===== config.mk =====
export PLATFORM = sky130hd
export DESIGN_NAME = ctrl_pipe
export DESIGN_NICKNAME = d
export VERILOG_FILES = /design/src/rtl/ctrl_pipe_pkg.sv /design/src/rtl/ctrl_pipe_decode.sv /design/src/rtl/ctrl_pipe.sv
export SDC_FILE = /design/constraint.sdc
export NUM_CORES = 1
export LEC_CHECK = 0
export BUFFER_PORTS_ARGS = -buffer_cell sky130_fd_sc_hd__buf_2
export CORE_ASPECT_RATIO = 1.2
export CORE_MARGIN = 2
export CORE_UTILIZATION = 50
export CTS_CLUSTER_DIAMETER = 120
export DETAILED_ROUTE_END_ITERATION = 10
export PLACE_DENSITY = 0.82
export SETUP_SLACK_MARGIN = 0.2
export SLEW_MARGIN = 20
export SYNTH_ARGS = -nofsm -noshare
export SYNTH_HDL_FRONTEND = slang
export SYNTH_SLANG_ARGS = --single-unit
export TNS_END_PERCENT = 30

===== constraint.sdc =====
create_clock -name Clk -period 3.95 [get_ports Clk]
set_input_delay 0.395 -clock Clk [delete_from_list [all_inputs] [get_ports Clk]]
set_output_delay 0.395 -clock Clk [all_outputs]
set_load 0.02 [all_outputs]

===== src/rtl/ctrl_pipe_pkg.sv =====
// Shared types and constants for the control pipeline: opcode classes, write sources,
// FSM state encodings and the decoded-instruction record.
package ctrl_pipe_pkg;

  localparam logic [2:0] kLSH = 3'd0;
  localparam logic [2:0] kRSH = 3'd1;
  localparam logic [2:0] kORR = 3'd2;
  localparam logic [2:0] kXOR = 3'd3;
  localparam logic [2:0] kRXR = 3'd4;
  localparam logic [2:0] kADD = 3'd5;
  localparam logic [2:0] kSUB = 3'd6;

  localparam logic [3:0] kACC_REG = 4'd8;
  localparam logic [8:0] kHALT    = 9'h1FF;

  localparam logic [1:0] ST_IDLE = 2'd0;
  localparam logic [1:0] ST_RUN  = 2'd1;
  localparam logic [1:0] ST_DONE = 2'd2;

  typedef enum logic [1:0] {
    IDLE = ST_IDLE,
    RUN  = ST_RUN,
    DONE = ST_DONE
  } ctrl_state_t;

  typedef enum logic [3:0] {
    OP_LSL,
    OP_LSR,
    OP_XOR,
    OP_RXR,
    OP_ORR,
    OP_ADDSUB,
    OP_MOV,
    OP_JMP,
    OP_SPC,
    OP_LUT,
    OP_HALT,
    OP_ILLEGAL
  } op_t;

  typedef enum logic [2:0] {
    WS_ALU     = 3'd0,
    WS_DMEM    = 3'd1,
    WS_LUT_LSW = 3'd2,
    WS_LUT_MSW = 3'd3,
    WS_IMM     = 3'd4
  } wsrc_t;

  // Native-width decode record; the top zero-extends fields to the port widths.
  typedef struct packed {
    logic       reg_wr;
    logic       mem_wr;
    logic       jeq;
    logic       jne;
    logic       offset_en;
    logic       illegal;
    logic [1:0] pcsel;
    wsrc_t      wsrc;
    logic [2:0] alu_op;
    logic [3:0] ra;
    logic [3:0] rb;
    logic [3:0] rw;
    logic [4:0] imm;
  } ctrl_dec_t;

  function automatic logic [3:0] reg3(input logic [2:0] f);
    return {1'b0, f};
  endfunction

endpackage


===== src/rtl/ctrl_pipe_decode.sv =====
// Combinational decoder for the 9-bit ISA: instruction word -> decoded control record.
// The opcode window is the top nine bits of the instruction; lower bits are ignored.
module ctrl_decode
  import ctrl_pipe_pkg::*;
#(
  parameter int IW = 9
) (
  input  logic [IW-1:0] instr,
  output ctrl_dec_t     dec,
  output logic          halt
);

  logic [8:0] i;
  op_t        op;

  assign i    = instr[IW-1 -: 9];
  assign halt = (op == OP_HALT);

  // All-ones is checked before the opcode table so it wins over mov.
  always_comb begin
    op = OP_ILLEGAL;
    if (i == kHALT) begin
      op = OP_HALT;
    end else begin
      casez (i[8:5])
        4'b000?: op = OP_LSL;
        4'b001?: op = OP_LSR;
        4'b0110: op = OP_XOR;
        4'b0111: op = OP_RXR;
        4'b1101: op = OP_ORR;
        4'b1110: op = OP_ADDSUB;
        4'b1111: op = OP_MOV;
        4'b1000: op = OP_JMP;
        4'b1001: op = OP_SPC;
        4'b1010: op = OP_LUT;
        default: op = OP_ILLEGAL;
      endcase
    end
  end

  always_comb begin
    dec = '0;
    case (op)
      OP_LSL, OP_LSR: begin
        dec.reg_wr = 1'b1;
        dec.alu_op = (op == OP_LSL) ? kLSH : kRSH;
        dec.rw     = reg3(i[5:3]);
        dec.ra     = kACC_REG;
        dec.rb     = reg3(i[2:0]);
      end
      OP_XOR: begin
        dec.reg_wr = 1'b1;
        dec.alu_op = kXOR;
        dec.rw     = reg3(i[4:2]);
        dec.ra     = reg3(i[4:2]);
        dec.rb     = kACC_REG;
      end
      OP_RXR: begin
        dec.reg_wr = 1'b1;
        dec.alu_op = kRXR;
        dec.rw     = reg3(i[4:2]);
        dec.ra     = reg3(i[4:2]);
      end
      OP_ORR: begin
        dec.reg_wr = 1'b1;
        dec.alu_op = kORR;
        dec.rw     = reg3(i[4:2]);
        dec.ra     = reg3(i[4:2]);
        dec.rb     = reg3({1'b1, i[1:0]});
      end
      OP_ADDSUB: begin
        dec.reg_wr = 1'b1;
        dec.alu_op = i[1] ? kSUB : kADD;
        dec.rw     = reg3(i[4:2]);
        dec.ra     = reg3(i[4:2]);
        dec.rb     = kACC_REG;
      end
      OP_MOV: begin
        dec.reg_wr = 1'b1;
        dec.wsrc   = WS_IMM;
        dec.rw     = kACC_REG;
        dec.imm    = i[4:0];
      end
      OP_JMP: begin
        dec.pcsel = i[3:2];
        dec.jne   = i[4];
        dec.jeq   = ~i[4];
      end
      OP_SPC: begin
        dec.pcsel     = i[4:3];
        dec.offset_en = i[2];
      end
      OP_LUT: begin
        dec.reg_wr = 1'b1;
        dec.rw     = kACC_REG;
        if (i[1]) begin
          dec.wsrc = WS_LUT_MSW;
          dec.rb   = reg3(i[4:2]);
        end else begin
          dec.wsrc = WS_LUT_LSW;
          dec.ra   = reg3(i[4:2]);
        end
      end
      OP_HALT: dec = '0;
      default: dec.illegal = 1'b1;
    endcase
  end

endmodule


===== src/rtl/ctrl_pipe.sv =====
// Control unit between instruction ROM and datapath: decode pipeline register,
// IDLE/RUN/DONE program FSM with Start/Ack handshake, and a saturating retire counter.
module ctrl_pipe
  import ctrl_pipe_pkg::*;
#(
  parameter int IW      = 9,
  parameter int RA_W    = 4,
  parameter int PCSEL_W = 2,
  parameter int IMM_W   = 8,
  parameter int CNT_W   = 16
) (
  input  logic               Clk,
  input  logic               Reset,
  input  logic               Start,
  input  logic [IW-1:0]      Instruction,
  input  logic               Stall,
  input  logic               BranchTaken,
  output logic               FetchEn,
  output logic               RegWrEn,
  output logic               MemWrEn,
  output logic               JumpEqual,
  output logic               JumpNotEqual,
  output logic               OffsetEn,
  output logic [PCSEL_W-1:0] PCRegSelect,
  output logic [2:0]         WriteSource,
  output logic [2:0]         ALUOp,
  output logic [RA_W-1:0]    ReadRegAddrA,
  output logic [RA_W-1:0]    ReadRegAddrB,
  output logic [RA_W-1:0]    WriteRegAddr,
  output logic [IMM_W-1:0]   ImmOut,
  output logic               Valid,
  output logic               Illegal,
  output logic               Ack,
  output logic [CNT_W-1:0]   RetireCnt,
  output ctrl_state_t        State
);

  logic [1:0]       state;
  ctrl_dec_t        dec;
  ctrl_dec_t        pipe;
  logic             halt;
  logic             valid;
  logic             ack;
  logic [CNT_W-1:0] cnt;

  ctrl_decode #(.IW(IW)) u_decode (
    .instr (Instruction),
    .dec   (dec),
    .halt  (halt)
  );

  // Handshake: Start is a level sampled in IDLE/DONE and launches a program; Ack rises
  // when HALT retires and holds in DONE until the next Start. Start in RUN is ignored.
  always_ff @(posedge Clk or posedge Reset) begin
    if (Reset) begin
      state <= ST_IDLE;
      pipe  <= '0;
      valid <= 1'b0;
      ack   <= 1'b0;
      cnt   <= '0;
    end else begin
      case (state)
        ST_IDLE: begin
          if (Start) begin
            state <= ST_RUN;
            cnt   <= '0;
          end
        end
        ST_RUN: begin
          if (BranchTaken) begin
            pipe  <= '0;
            valid <= 1'b0;
          end else if (Stall) begin
            pipe.illegal <= 1'b0;
          end else if (halt) begin
            pipe  <= '0;
            valid <= 1'b0;
            ack   <= 1'b1;
            state <= ST_DONE;
          end else begin
            pipe  <= dec;
            valid <= 1'b1;
            if (cnt != '1) cnt <= cnt + CNT_W'(1);
          end
        end
        ST_DONE: begin
          if (Start) begin
            state <= ST_RUN;
            ack   <= 1'b0;
            cnt   <= '0;
          end
        end
        default: state <= ST_IDLE;
      endcase
    end
  end

  // A live HALT stops the PC in the same cycle it is decoded, unless it is being flushed.
  assign FetchEn = (state == ST_RUN) && !Stall && !(halt && !BranchTaken);

  assign RegWrEn      = pipe.reg_wr;
  assign MemWrEn      = pipe.mem_wr;
  assign JumpEqual    = pipe.jeq;
  assign JumpNotEqual = pipe.jne;
  assign OffsetEn     = pipe.offset_en;
  assign PCRegSelect  = PCSEL_W'(pipe.pcsel);
  assign WriteSource  = pipe.wsrc;
  assign ALUOp        = pipe.alu_op;
  assign ReadRegAddrA = RA_W'(pipe.ra);
  assign ReadRegAddrB = RA_W'(pipe.rb);
  assign WriteRegAddr = RA_W'(pipe.rw);
  assign ImmOut       = IMM_W'(pipe.imm);
  assign Illegal      = pipe.illegal;
  assign Valid        = valid;
  assign Ack          = ack;
  assign RetireCnt    = cnt;
  assign State        = ctrl_state_t'(state);

endmodule

---- Word level (Yosys, flattened, before mapping) ----
Cells that the tools add are included.
word-level totals
  register bits after elaboration ......... 51
  input port bits ......................... 14
  output and inout bits ................... 55
  word-level logic and storage cells ...... 114
operators by class
  mux-type cells .......................... 42
  bitwise logic cells ..................... 1
  eq/ne operators ......................... 31
  reduce and logical (&&, ||, !) cells .... 22
  add/subtract/negate cells ............... 1
operator list
  cell                                                 number
  two-way mux 16 bit                                   5
  two-way mux 31 bit                                   2
  one-hot mux 4 bit (10 select lines)                  1
  equality test 4 bit, second input constant           9
  one-hot mux 16 bit (2 select lines)                  1
  two-way mux 25 bit                                   1
  equality test 4 x 3 -> 1 bit, second input constant  6
  one-hot mux 4 bit (3 select lines)                   2
  adder 16 x 1 -> 16 bit, second input constant        1
  != test 16 bit, second input constant                1
  one-hot mux 4 bit (4 select lines)                   1
  one-hot mux 3 bit (5 select lines)                   1
  two-way mux 1 bit                                    13
  two-way mux 2 bit                                    6
  != test 2 bit, second input constant                 6
  two-way mux 5 bit                                    2
  OR reduction 10 bit                                  1
  equality test 9 bit, second input constant           1
  equality test 4 x 2 -> 1 bit, second input constant  2
  one-hot mux 2 bit (2 select lines)                   2
  OR reduction 2 bit                                   4
  OR reduction 8 bit                                   1
  two-way mux 3 bit                                    2
  one-hot mux 3 bit (2 select lines)                   1
  19 further kinds                                     25

---- Longest topological paths before layout ----
Gate-level depths: netlist (run 1).
  depth after elaboration ................. 9
  gate-level depth with buffers ........... 7
  depth with buffers taken out ............ 6

---- Modules after synthesis ----
Synthesis (run 1) repeated with hierarchy kept, for this count alone.
second synthesis, totals
  cell total of the unflattened synthesis .. 280
  area, all modules ....................... 2803.9 um^2
modules (own cells, without submodules)
  module       sequential area each (um^2)  instances  area an instance (um^2)  cells an instance
  ctrl_pipe    1276.2                       1          2318.5                   207
  ctrl_decode  0.0                          1          485.5                    73

---- Worst setup path after synthesis (run 1) ----
Ideal clock, no wire load.
  path type ............................... flip-flop to flip-flop
  start point ............................. register cnt[0] (netlist: RetireCnt[0])
  end point ............................... register cnt[7] (netlist: RetireCnt[7])
  stages on the path, launching flop included .. 8
  data required time ...................... 3.872 ns
  arrival ................................. 1.987 ns
  period minus slack after synthesis ...... 2.065 ns
  slack ................................... 1.885 ns
  library setup time ...................... 0.078 ns
  buffers on the path ..................... 1
  cell sequence ........................... dfrtp_1 > ha_1 > nand4_1 > nor4_1 > or3_4 > buf_6 > or4_1 > a21oi_1
between the ends
  cells in the longest elaborated chain, start to end .. 6
  elaborated cells on any way between the ends .. 9
  those cells by class .................... 1 x add/sub; 2 x eq/ne; 5 x mux; 1 x reduce/logical
RTL lines
  item                                 RTL line         source
  start: declaration                   ctrl_pipe.sv:44  logic [CNT_W-1:0] cnt;
  start signal: assignment             ctrl_pipe.sv:83  if (cnt != '1) cnt <= cnt + CNT_W'(1);
  adder 16 x 1 -> 16 bit               ctrl_pipe.sv:83
  two-way mux 16 bit                   ctrl_pipe.sv:83
  two-way mux 16 bit                   ctrl_pipe.sv:75  end else if (halt) begin
  two-way mux 16 bit                   ctrl_pipe.sv:73  end else if (Stall) begin
  two-way mux 16 bit                   ctrl_pipe.sv:70  if (BranchTaken) begin
  one-hot mux 16 bit (2 select lines)  ctrl_pipe.sv:62  case (state)
Parallel ways exist; a longest one is shown, timed or not. The select of a mux whose other input is x is not followed.
A chain may end at the register's enable or synchronous reset.

---- Worst setup path in the final report (run 1) ----
  start point ............................. register state[0] (netlist: State[0])
  end point ............................... register cnt[13] (netlist: RetireCnt[13])
between the ends
  cells in the longest elaborated chain, start to end .. 4
  elaborated cells on any way between the ends .. 12
  those cells by class .................... 7 x eq/ne; 1 x mux; 4 x reduce/logical
RTL lines
  item                                                                           RTL line         source
  start: declaration                                                             ctrl_pipe.sv:38  logic [1:0] state;
  start signal: assignment                                                       ctrl_pipe.sv:56  state <= ST_IDLE;
  start signal: assignment                                                       ctrl_pipe.sv:65  state <= ST_RUN;
  start signal: assignment                                                       ctrl_pipe.sv:79  state <= ST_DONE;
  equality test 2 bit / logical NOT 2 bit (equally long branches)                ctrl_pipe.sv:62
  OR reduction 2 bit (no line)                                                   -
  != test 2 x 1 -> 1 bit (no line) / nonzero test 2 bit (equally long branches)  -
  AND reduction 6 bit (no line)                                                  -
Parallel ways exist; a longest one is shown, timed or not.

==> run_results.csv, run 1 <==
group,metric,value,unit
cts,ctsHoldBuffers,0,
grt,grt-ovfl-total,0,
yosys,synth-async-reset-ratio,1.00,
route,drt_wl_total,5.96,mm
timing,rsz0062_at_grt,"false",
timing,slew_headroom,0.362,
die,core,0.00494,mm2
finish,design_area,0.00298,mm2
setup_path,path_delay_family,"simple AND/OR/NAND/NOR gates",
route,first_pass_iters,4,
setup_path,end_kind,"register",
yosys,synth_seq_cells,50,
power_and_ir_drop,leakagePower,1.46,nW
grt,grt_pass1_wl,10.1,mm
power_and_ir_drop,power,1.17,mW
placement,dpl.hpwl,4.26,mm
run,maxCapViolCount,0,
yosys,ys.warnings.count,0,
timing,worst_slack,1.47,ns
yosys,synth_area_leaders,"dfrtp_1 49%, nand2_1 4.3%, a22o_1 3.8%",
cts,postCtsSetupRepairBufs,0,
finish,fin_util,0.604,
yosys,ys_seq_area_frac,0.489,
cts,clockRootBuffer,"clkbuf_8",
route,vias_per_cell,5.87,
grt,grt_usage,0.223,
die,rows,28,
setup_path,critical_path.max_fanout,18,
yosys,synth_edf_count,0,
setup_path,critical_path.max_stage_delay,0.64,ns
setup_path,startpoint_type,"register",
setup_path,r2r_slack,1.47,ns
status,status,"completed",
placement,dpl_worst_slack,1.42,ns
grt,antenna_found_initial,0,
die,die_w,69.3,um
yosys,avgSynthCellArea,9.57,um2
yosys,synth-main-ff-cell,"dfrtp_1",
grt,grt_max_degree,51,
yosys,synth_top_area_cell,"dfrtp_1",
finish,layout.nets,337,
setup_path,arrival,2.71,ns
yosys,netlist.area_leader.share,0.489,
grt,grt_pass1_vias,2093,
hold_path,min_path_type,"in -> async",
timing,maxSlewViolCount,0,
cts,cts.sinks,50,
die,start_util,0.517,
placement,place_inst,375,
route,vias,2250,
yosys,syn-cell-area,0.00256,mm2
cts,cts_tree,"yes",
route,drt_iter0_markers,222,
setup_path,path_cells,"nor2b_2 -> o21ai_4 -> or3_4 -> or4_1 -> a21oi_1",
route,drc,0,
die,die_area,0.00570,mm2
yosys,synth_cell_types,48,
cts,cts_buffers,5,
timing,fin_tns_setup,0,ns
timing,hold_viol_final,0,
cts,path_clk_slew,0.10,ns
route,ant_nets,0,
finish,area_delta_synth_final,16.7,%
finish,layout.cells.non_filler,383,
placement,gp_congestion,0.876,
timing,final-setup-viol-count,0,
setup_path,crit_buf_inv,0,
cts,cts_resized,0,
finish,antenna_cells,0,
setup_path,r2r_start,"State[0]$_DFFE_PP0P_",
timing,fin_hold_ws,0.215,ns
setup_path,critical-path-slowest-cell,"nor2b_2",
timing,fmax,403,MHz
setup_path,path_class,"reg -> reg",
finish,drive_gt1_frac,0.241,
cts,worstSkewPairLatency,0.31,ns
yosys,syn_inst,267,
cts,cts.htree.levels,2,
setup_path,r2r-end,"RetireCnt[13]$_DFFE_PP0P_",
timing,final.period_utilization,0.628,
timing,worstMarginPinSlew,0.956,ns
cts,cts_max_path_buffers,2,
setup_path,ff2ff_path_depth,5,
placement,dpl-instance-area,0.00286,mm2
route,routedWlPerCell,15.6,um
placement,port_buffers,64,
setup_path,worstPathRequired,4.18,ns
power_and_ir_drop,power_density,391,mW/mm2
die,pin_count,69,
timing,skew,0.00696,ns
die,die_h,82.3,um
timing,finalCriticalPeriod,2.48,ns
setup_path,path_depth,5,
power_and_ir_drop,irDropWorstVdd,0.000298,V
==> layer usage <==
metal | part of all wire | vias to the layer above | track usage
li1 | - | 1078 | -
met1 | 0.43 | 1079 | 0.292
met2 | 0.49 | 85 | 0.374
met3 | 0.070 | 8 | 0.0473
met4 | 0.013 | 0 | 0.0765
met5 | 0 | - | 0
==> worst register-to-register path, cell delays in order, from the launching register on <==
cell     delay [ns]
dfrtp_1        0.45
nor2b_2        0.64
o21ai_4        0.15
or3_4          0.48
or4_1          0.53
a21oi_1        0.16
==> cells in the final DEF (no fill, tap or decap), types with 3 or more instances in the layout <==
cell type	instances
nand4_1	8
nand3_1	8
or4_1	6
conb_1	4
o31ai_1	6
a32o_1	6
nor4_1	3
inv_1	6
a21oi_1	12
o21ai_0	18
dfrtp_1	50
a22o_1	11
nor2_1	20
xnor2_1	5
buf_2	64
clkbuf_8	5
nand2b_1	4
nand2_1	29
or3_1	7
a21o_1	4
nor3_1	6
mux2i_1	6
==> power breakdown <==
group	switching (mW)	internal (mW)
Clock	0.171	0.188
Sequential	0.0387	0.544
Combinational	0.149	0.0743
Total	0.359	0.806
==> flip-flops by register name, indices dropped and copies added, names as in the netlist, 2 cells and up <==
signal        cells
ImmOut            5
ReadRegAddrB      4
ReadRegAddrA      4
PCRegSelect       2
WriteRegAddr      4
State             2
RetireCnt        16
ALUOp             3
WriteSource       3
==> synthesized netlist by cell type, drive strengths merged (2+ instances only) <==
master,n
dfrtp,50
nand2,29
nor2,20
o21ai,19
a21oi,12
a22o,11
clkbuf,11
buf,9
nand3,8
nand4,8
or3,8
inv,7
nor3,7
a32o,6
mux2i,6
o31ai,6
or4,6
xnor2,5
a21o,4
nand2b,4
nor2b,3
nor4,3
a21boi,2
a32oi,2
and2,2
nor4b,2
xor2,2
==> worst max-delay path by stage <==
stage | from | to | slack (ns)
after detailed placement | Start | RetireCnt[13]$_DFFE_PP0P_ | 1.42
after global routing | State[0]$_DFFE_PP0P_ | RetireCnt[11]$_DFFE_PP0P_ | 1.34
after global placement | Start | RetireCnt[13]$_DFFE_PP0P_ | 1.49
after floorplan | RetireCnt[0]$_DFFE_PP0P_ | RetireCnt[7]$_DFFE_PP0P_ | 1.88
final | State[0]$_DFFE_PP0P_ | RetireCnt[13]$_DFFE_PP0P_ | 1.47
after CTS | State[0]$_DFFE_PP0P_ | RetireCnt[13]$_DFFE_PP0P_ | 1.46
==> cells by family after synthesis <==
group	count (synthesis)	synth area share
buf+inv	27	0.0524
flops	50	0.489
other cells	1	0.00147
fa+ha+maj	1	0.00489
xor+xnor	7	0.0240
mux	6	0.0235
simple gates	104	0.209
compound gates	71	0.196
==> layout make-up <==
cell class | count | area, um2
clock buffer | 5 | 68.8
fill | 429 | 1960
tap | 60 | 75.1
timing repair buffer | 65 | 328
multi-input combinational | 193 | 1190
sequential | 50 | 1250
clock inverter | 3 | 45.0
inverter | 7 | 27.5
(Power assumes the default switching activity.)
==> run 2, diff against run 1 <==
--- a/config.mk
+++ b/config.mk
@@ -5,13 +5,14 @@
 export SDC_FILE = /design/constraint.sdc
 export NUM_CORES = 1
 export LEC_CHECK = 0
+export ABC_AREA = 1
 export BUFFER_PORTS_ARGS = -buffer_cell sky130_fd_sc_hd__buf_2
 export CORE_ASPECT_RATIO = 1.2
 export CORE_MARGIN = 2
 export CORE_UTILIZATION = 50
 export CTS_CLUSTER_DIAMETER = 120
 export DETAILED_ROUTE_END_ITERATION = 10
-export PLACE_DENSITY = 0.82
+export PLACE_DENSITY = 0.8
 export SETUP_SLACK_MARGIN = 0.2
 export SLEW_MARGIN = 20
 export SYNTH_ARGS = -nofsm -noshare
==> constraint.sdc (replaced) <==
create_clock -name Clk -period 2.3 [get_ports Clk]
set_input_delay 0.23 -clock Clk [delete_from_list [all_inputs] [get_ports Clk]]
set_output_delay 0.23 -clock Clk [all_outputs]
set_load 0.02 [all_outputs]
==> run 2 against run 1 <==
- critical path depth grew 2
- final cell count grew 36%
- utilization shrank 1.2 points
- combinational power grew to 4.4 times the previous value
- synthesized area grew 12%
- wire length grew 18%
- critical endpoint is now FetchEn
- largest power group unchanged
- highest routed layer unchanged
==> run_results.csv, run 2 <==
group,metric,value,unit
status,status,"completed",
yosys,synth-simple-area-share,0.366,
grt,grt_max_degree,31,
route,routedWlPerCell,13.6,um
yosys,syn-cell-area,0.00287,mm2
die,pin_count,69,
timing,finalCriticalPeriod,1.91,ns
setup_path,worstPathRequired,2.07,ns
setup_path,startpoint_type,"register",
finish,layout.nets,470,
setup_path,arrival,1.68,ns
yosys,synth-async-reset-ratio,1.00,
die,rows,30,
finish,fillCellCount,547,
yosys,synthMuxAreaShare,0,
yosys,avgSynthCellArea,7.33,um2
yosys,post-synth-top-count-cell,"nand2_1",
route,ant_nets,0,
power_and_ir_drop,pwr-share-seq,0.409,
yosys,synth_seq_cells,50,
grt,grt_usage,0.240,
die,die_h,86.9,um
yosys,synth-main-ff-cell,"dfrtp_1",
power_and_ir_drop,switching_share,0.411,
timing,worst_slack,0.392,ns
grt,grt-ovfl-total,0,
finish,largest_reg_flops,16,
yosys,synth_edf_count,0,
hold_path,min_from,"Instruction[4]",
yosys,ys.warnings.count,0,
cts,clockRootBuffer,"clkbuf_8",
timing,maxSlewViolCount,0,
power_and_ir_drop,leakagePower,1.90,nW
finish,design_area,0.00331,mm2
route,drc,0,
power_and_ir_drop,power_density,814,mW/mm2
die,core,0.00559,mm2
placement,gp_congestion,0.924,
power_and_ir_drop,p_comb_frac,0.362,
yosys,synth_cell_types,39,
finish,final_common_cell,"nand2_1",
power_and_ir_drop,power.share.clock,0.229,
timing,final.period_utilization,0.829,
yosys,synth_area_leaders,"dfrtp_1 44%, nand2_1 20%, nand3_1 6.1%",
die,die_area,0.00635,mm2
cts,worstSkewPairLatency,0.30,ns
power_and_ir_drop,power,2.70,mW
route,vias_per_cell,5.30,
yosys,netlist.area_leader.share,0.437,
finish,antenna_cells,0,
timing,skew,0.00923,ns
timing,fin_tns_setup,0,ns
route,drt_wl_total,7.06,mm
finish,area_delta_synth_final,15.5,%
placement,dpl_worst_slack,0.608,ns
yosys,synth_top_family_by_area,"simple AND/OR/NAND/NOR gates",
power_and_ir_drop,p_int,1.59,mW
route,vias,2757,
timing,worstMarginPinSlew,0.510,ns
setup_path,r2r_start,"RetireCnt[0]$_DFFE_PP0P_",
grt,antenna_found_initial,0,
timing,fmax,524,MHz
yosys,synth_common_cells,"152 x nand2_1, 50 x dfrtp_1, 38 x nor2_1",
cts,cts.sinks,50,
yosys,ys_seq_area_frac,0.437,
cts,cts_buffers,5,
grt,grt_pass1_vias,2694,
setup_path,end_kind,"output pin",
yosys,synth_top_area_cell,"dfrtp_1",
cts,cts_tree,"yes",
cts,postCtsSetupRepairBufs,0,
setup_path,ff2ff_path_depth,8,
hold_path,min_path_type,"in -> reg",
cts,cts.htree.levels,2,
route,first_pass_iters,5,
timing,final-setup-viol-count,0,
die,die_w,73.1,um
power_and_ir_drop,irDropWorstVdd,0.000478,V
die,start_util,0.512,
finish,final_cell_mix,"152 x nand2_1, 64 x buf_2, 50 x dfrtp_1",
finish,drive_gt1_frac,0.200,
setup_path,critical_path.max_fanout,6,
hold_path,min_to,"JumpEqual$_DFFE_PP0P_",
cts,cts_max_path_buffers,2,
setup_path,r2r-end,"RetireCnt[6]$_DFFE_PP0P_",
hold_path,hold_depth,2,
timing,rsz0062_at_grt,"false",
yosys,synth_compound_area_frac,0.0830,
route,drt_iter0_markers,137,
setup_path,r2r_slack,0.60,ns
timing,slew_headroom,0.659,
placement,dpl.hpwl,5.32,mm
cts,path_clk_slew,0.09,ns
yosys,yosys.area_share.xor_xnor,0.0214,
timing,hold_viol_final,0,
grt,grt_pass1_wl,12.1,mm
placement,dpl-instance-area,0.00319,mm2
power_and_ir_drop,p_switching,1.11,mW
yosys,syn_inst,391,
setup_path,path_class,"reg -> out",
run,maxCapViolCount,0,
yosys,synth_fa_ha_area_frac,0.00437,
placement,port_buffers,64,
## run 2: power by group through the flow
stage / Clock, mW / Combinational, mW / Sequential [mW]
2_1_floorplan: 0 / 0.632 / 1.24
3_3_place_gp: 0 / 0.965 / 1.11
3_5_place_dp: 0 / 0.979 / 1.12
4_1_cts: 0.631 / 0.987 / 1.10
5_1_grt: 0.665 / 1.09 / 1.12
6_report: 0.618 / 0.976 / 1.10
## run 2: cell families (layout without fill, tap and decap cells)
logic type / count (synthesis) / in the layout
simple gates: 243 / 243
flops: 50 / 50
other cells: 1 / 4
compound gates: 38 / 38
xor+xnor: 7 / 7
fa+ha+maj: 1 / 1
buf+inv: 51 / 113
## run 2: cell type report
class | count | area, um2 | area share
Clock buffer | 6 | 72.6 | 0.0219
Timing Repair Buffer | 67 | 345 | 0.104
Inverter | 38 | 148 | 0.0446
Sequential cell | 50 | 1250 | 0.378
Multi-Input combinational cell | 293 | 1380 | 0.416
Tap cell | 64 | 80.1 | 0.0242
Clock inverter | 2 | 37.5 | 0.0113
## run 2: stage by stage
stage | utilization | instances | hold WS (ns)
after floorplan | - | 394 | 0.327
after global placement | 0.570 | 511 | 0.271
after detailed placement | 0.570 | 511 | 0.276
after CTS | 0.592 | 520 | 0.150
after global routing | 0.592 | 520 | 0.179
final | 0.592 | 520 | 0.170
## run 2: critical path: stages (launching register included)
cell and delay (ns):
dfrtp_1 0.41, inv_1 0.14, nand2_4 0.11, inv_6 0.10
o21ai_0 0.14, or2_2 0.30, inv_1 0.05, buf_2 0.15
## run 2: per-layer routing
metal | part of all wire | vias to the layer above | GRT usage
met4 | 0.020 | 0 | 0.0859
met5 | 0 | - | 0
met1 | 0.42 | 1297 | 0.289
met3 | 0.044 | 17 | 0.0382
li1 | - | 1364 | -
met2 | 0.52 | 79 | 0.428
## run 2: worst max path at each step
| stage | start | to | slack, ns |
|---|---|---|---|
| CTS | State[1]$_DFFE_PP0P_ | FetchEn | 0.37 |
| global placement | Instruction[4] | FetchEn | 0.60 |
| global route | State[1]$_DFFE_PP0P_ | FetchEn | 0.29 |
| finish | State[1]$_DFFE_PP0P_ | FetchEn | 0.39 |
| floorplan | RetireCnt[0]$_DFFE_PP0P_ | RetireCnt[3]$_DFFE_PP0P_ | 0.64 |
| detailed placement | Instruction[4] | FetchEn | 0.61 |
## run 2: timing repair
item	CTS	global route
hold buffers	1	0
gates resized for setup	0	0
endpoints found under the hold margin	20	0
==> run 3, diff against run 2 <==
--- a/config.mk
+++ b/config.mk
@@ -5,14 +5,14 @@
 export SDC_FILE = /design/constraint.sdc
 export NUM_CORES = 1
 export LEC_CHECK = 0
-export ABC_AREA = 1
+export ABC_AREA = 0
 export BUFFER_PORTS_ARGS = -buffer_cell sky130_fd_sc_hd__buf_2
 export CORE_ASPECT_RATIO = 1.2
 export CORE_MARGIN = 2
-export CORE_UTILIZATION = 50
+export CORE_UTILIZATION = 47
 export CTS_CLUSTER_DIAMETER = 120
 export DETAILED_ROUTE_END_ITERATION = 10
-export PLACE_DENSITY = 0.8
+export PLACE_DENSITY = 0.81
 export SETUP_SLACK_MARGIN = 0.2
 export SLEW_MARGIN = 20
 export SYNTH_ARGS = -nofsm -noshare
==> constraint.sdc (replaced) <==
create_clock -name Clk -period 1.7 [get_ports Clk]
set_input_delay 0.17 -clock Clk [delete_from_list [all_inputs] [get_ports Clk]]
set_output_delay 0.17 -clock Clk [all_outputs]
set_load 0.02 [all_outputs]
==> run 3 against run 2 <==
- the run now ends with negative setup slack left
- final cell count decreased by 15%
- clock skew decreased by 0.0024 ns
- flip-flop and latch count unchanged
- sequential share of layout area decreased by 3.6 points
- combinational power decreased by 19%
- setup slack got worse by 0.60 ns
- via count decreased by 6.3%
- design area increased by 11%
- sequential power increased by 22%
- clock power increased by 65%
- clock-buffer cell count unchanged
- critical endpoint is now RetireCnt[15]$_DFFE_PP0P_
==> run_results.csv, run 3 (same netlist as run 1, synthesis figures left out) <==
group,metric,value,unit
setup_path,critical_path.max_fanout,5,
cts,clockRootBuffer,"clkbuf_8",
timing,worstMarginPinSlew,0.567,ns
cts,path_clk_slew,0.09,ns
die,start_util,0.486,
hold_path,min_from,"Start",
route,ant_nets,0,
route,drc,0,
die,rows,29,
cts,cts.htree.levels,2,
setup_path,critical-path-slowest-cell,"or4_4",
route,first_pass_iters,4,
finish,antenna_cells,0,
timing,skew,0.00686,ns
route,drt_iter0_markers,140,
grt,busiest_layer,"met2",
power_and_ir_drop,leakagePower,1.80,nW
timing,finalCriticalPeriod,1.91,ns
timing,final-setup-viol-count,10,
status,violations,"negative setup slack",
timing,final.period_utilization,1.12,
setup_path,end_kind,"register",
hold_path,min_path_type,"in -> reg",
route,drt_wl_total,7.51,mm
grt,grt_pass1_wl,12.0,mm
finish,layout.nets,392,
grt,gr-usage-met2,0.424,
finish,largest_reg_flops,16,
setup_path,r2r_start,"RetireCnt[1]$_DFFE_PP0P_",
cts,worstSkewPairLatency,0.31,ns
finish,drive_gt1_frac,0.437,
setup_path,path_delay_family,"simple AND/OR/NAND/NOR gates",
grt,grt.met1_usage,0.298,
route,vias,2584,
timing,maxSlewViolCount,0,
die,die_w,71.3,um
run,maxCapViolCount,0,
setup_path,critical_path.max_stage_delay,0.50,ns
route,vias_per_cell,5.87,
timing,fmax,524,MHz
cts,cts_max_path_buffers,2,
timing,worst_slack,-0.208,ns
setup_path,startpoint,"RetireCnt[1]$_DFFE_PP0P_",
die,pin_count,69,
placement,port_buffers,64,
route,routedWlPerCell,17.1,um
setup_path,path_cells,"ha_4 -> nand4_1 -> nor4_4 -> or3_4 -> or4_4 -> a21oi_2",
cts,cts.sinks,50,
timing,fin_tns_setup,-1.20,ns
setup_path,arrival,2.14,ns
grt,grt_usage,0.249,
placement,gp_congestion,0.895,
die,core,0.00526,mm2
timing,slew_headroom,0.619,
grt,grt_max_degree,31,
grt,antenna_found_initial,0,
setup_path,crit_buf_inv,0,
die,die_area,0.00605,mm2
die,die_h,84.8,um
setup_path,worstPathRequired,1.93,ns
setup_path,startpoint_type,"register",
status,status,"finished with violations",
power_and_ir_drop,irDropWorstVdd,0.000581,V
finish,final_common_cell,"buf_2",
finish,final_cell_mix,"63 x buf_2, 48 x buf_4, 44 x dfrtp_1",
timing,hold_viol_final,0,
cts,cts_tree,"yes",
grt,grt_pass1_vias,2560,
timing,rsz0062_at_grt,"true",
setup_path,path_class,"reg -> reg",
placement,dpl.hpwl,5.21,mm
timing,fin_hold_ws,0.174,ns
cts,cts_buffers,5,
power_and_ir_drop,power_density,855,mW/mm2
finish,area_delta_synth_final,43.9,%
grt,grt_use_met3,0.0468,
grt,grt-ovfl-total,0,
[run 3: changes by cell type in the layout (fill, tap and decap cells not counted), sizes merged, moves of 9 or more]
cell	previous run	this run
inv	38	7
buf	66	118
or3	0	9
nor2	42	20
nand2	154	29
nand3	36	8
[run 3: layer usage]
layer,part of all wire,vias up
met3,0.064,24
li1,-,1195
met4,0.030,0
met2,0.52,124
met5,0,-
met1,0.38,1241
[run 3: final cells by class]
type                            instances  area (um2)
Clock buffer                            6        82.6
Clock inverter                          2        60.1
Inverter                                7        26.3
Tap cell                               62        77.6
Timing Repair Buffer                  119         773
Multi-Input combinational cell        194        1400
Sequential cell                        50        1260
Fill cell                             423        1580
[run 3: final timing paths]
kind,endpoint,slack [ns],depth (start not counted)
max,RetireCnt[15]$_DFFE_PP0P_,-0.21,6
min,State[1]$_DFFE_PP0P_,0.17,3
max reg2reg,RetireCnt[15]$_DFFE_PP0P_,-0.21,6
min reg2reg,WriteRegAddr[3]$_DFFE_PP0P_,0.47,2
max in group asynchronous,ALUOp[1]$_DFFE_PP0P_,0.67,4
min in group asynchronous,ReadRegAddrB[3]$_DFFE_PP0P_,0.43,3
[run 3: stage by stage]
stage / worst slack (ns) / instance area [um2] / std cells / util / total power, mW
6_report: -0.208 / 3680 / 440 / 0.699 / 3.15
5_1_grt: -0.267 / 3680 / 440 / 0.699 / 3.28
4_1_cts: -0.132 / 3580 / 438 / 0.680 / 3.14
3_5_place_dp: -0.141 / 3290 / 427 / 0.624 / 2.08
3_3_place_gp: -0.0758 / 3290 / 427 / 0.624 / 2.06
2_1_floorplan: -0.257 / 2600 / 270 / - / 1.76
[run 3: repair_timing]
item	4_1_cts	5_1_grt
hold buffers	1	0
gates resized for setup	26	18
endpoints found under the setup margin	36	36
pin swaps	16	20
setup buffers	1	2
endpoints found under the hold margin	22	0
gates cloned	1	0
[run 3: worst min-delay path, cell delays in order]
cell and delay [ns]:
buf_2 0.10, buf_4 0.10, o32ai_1 0.07
[run 3: power by group]
part / total, mW / internal [mW] / switching, mW
logic: 0.790 / 0.340 / 0.450
clock network: 1.02 / 0.627 / 0.392
registers: 1.34 / 1.27 / 0.0659
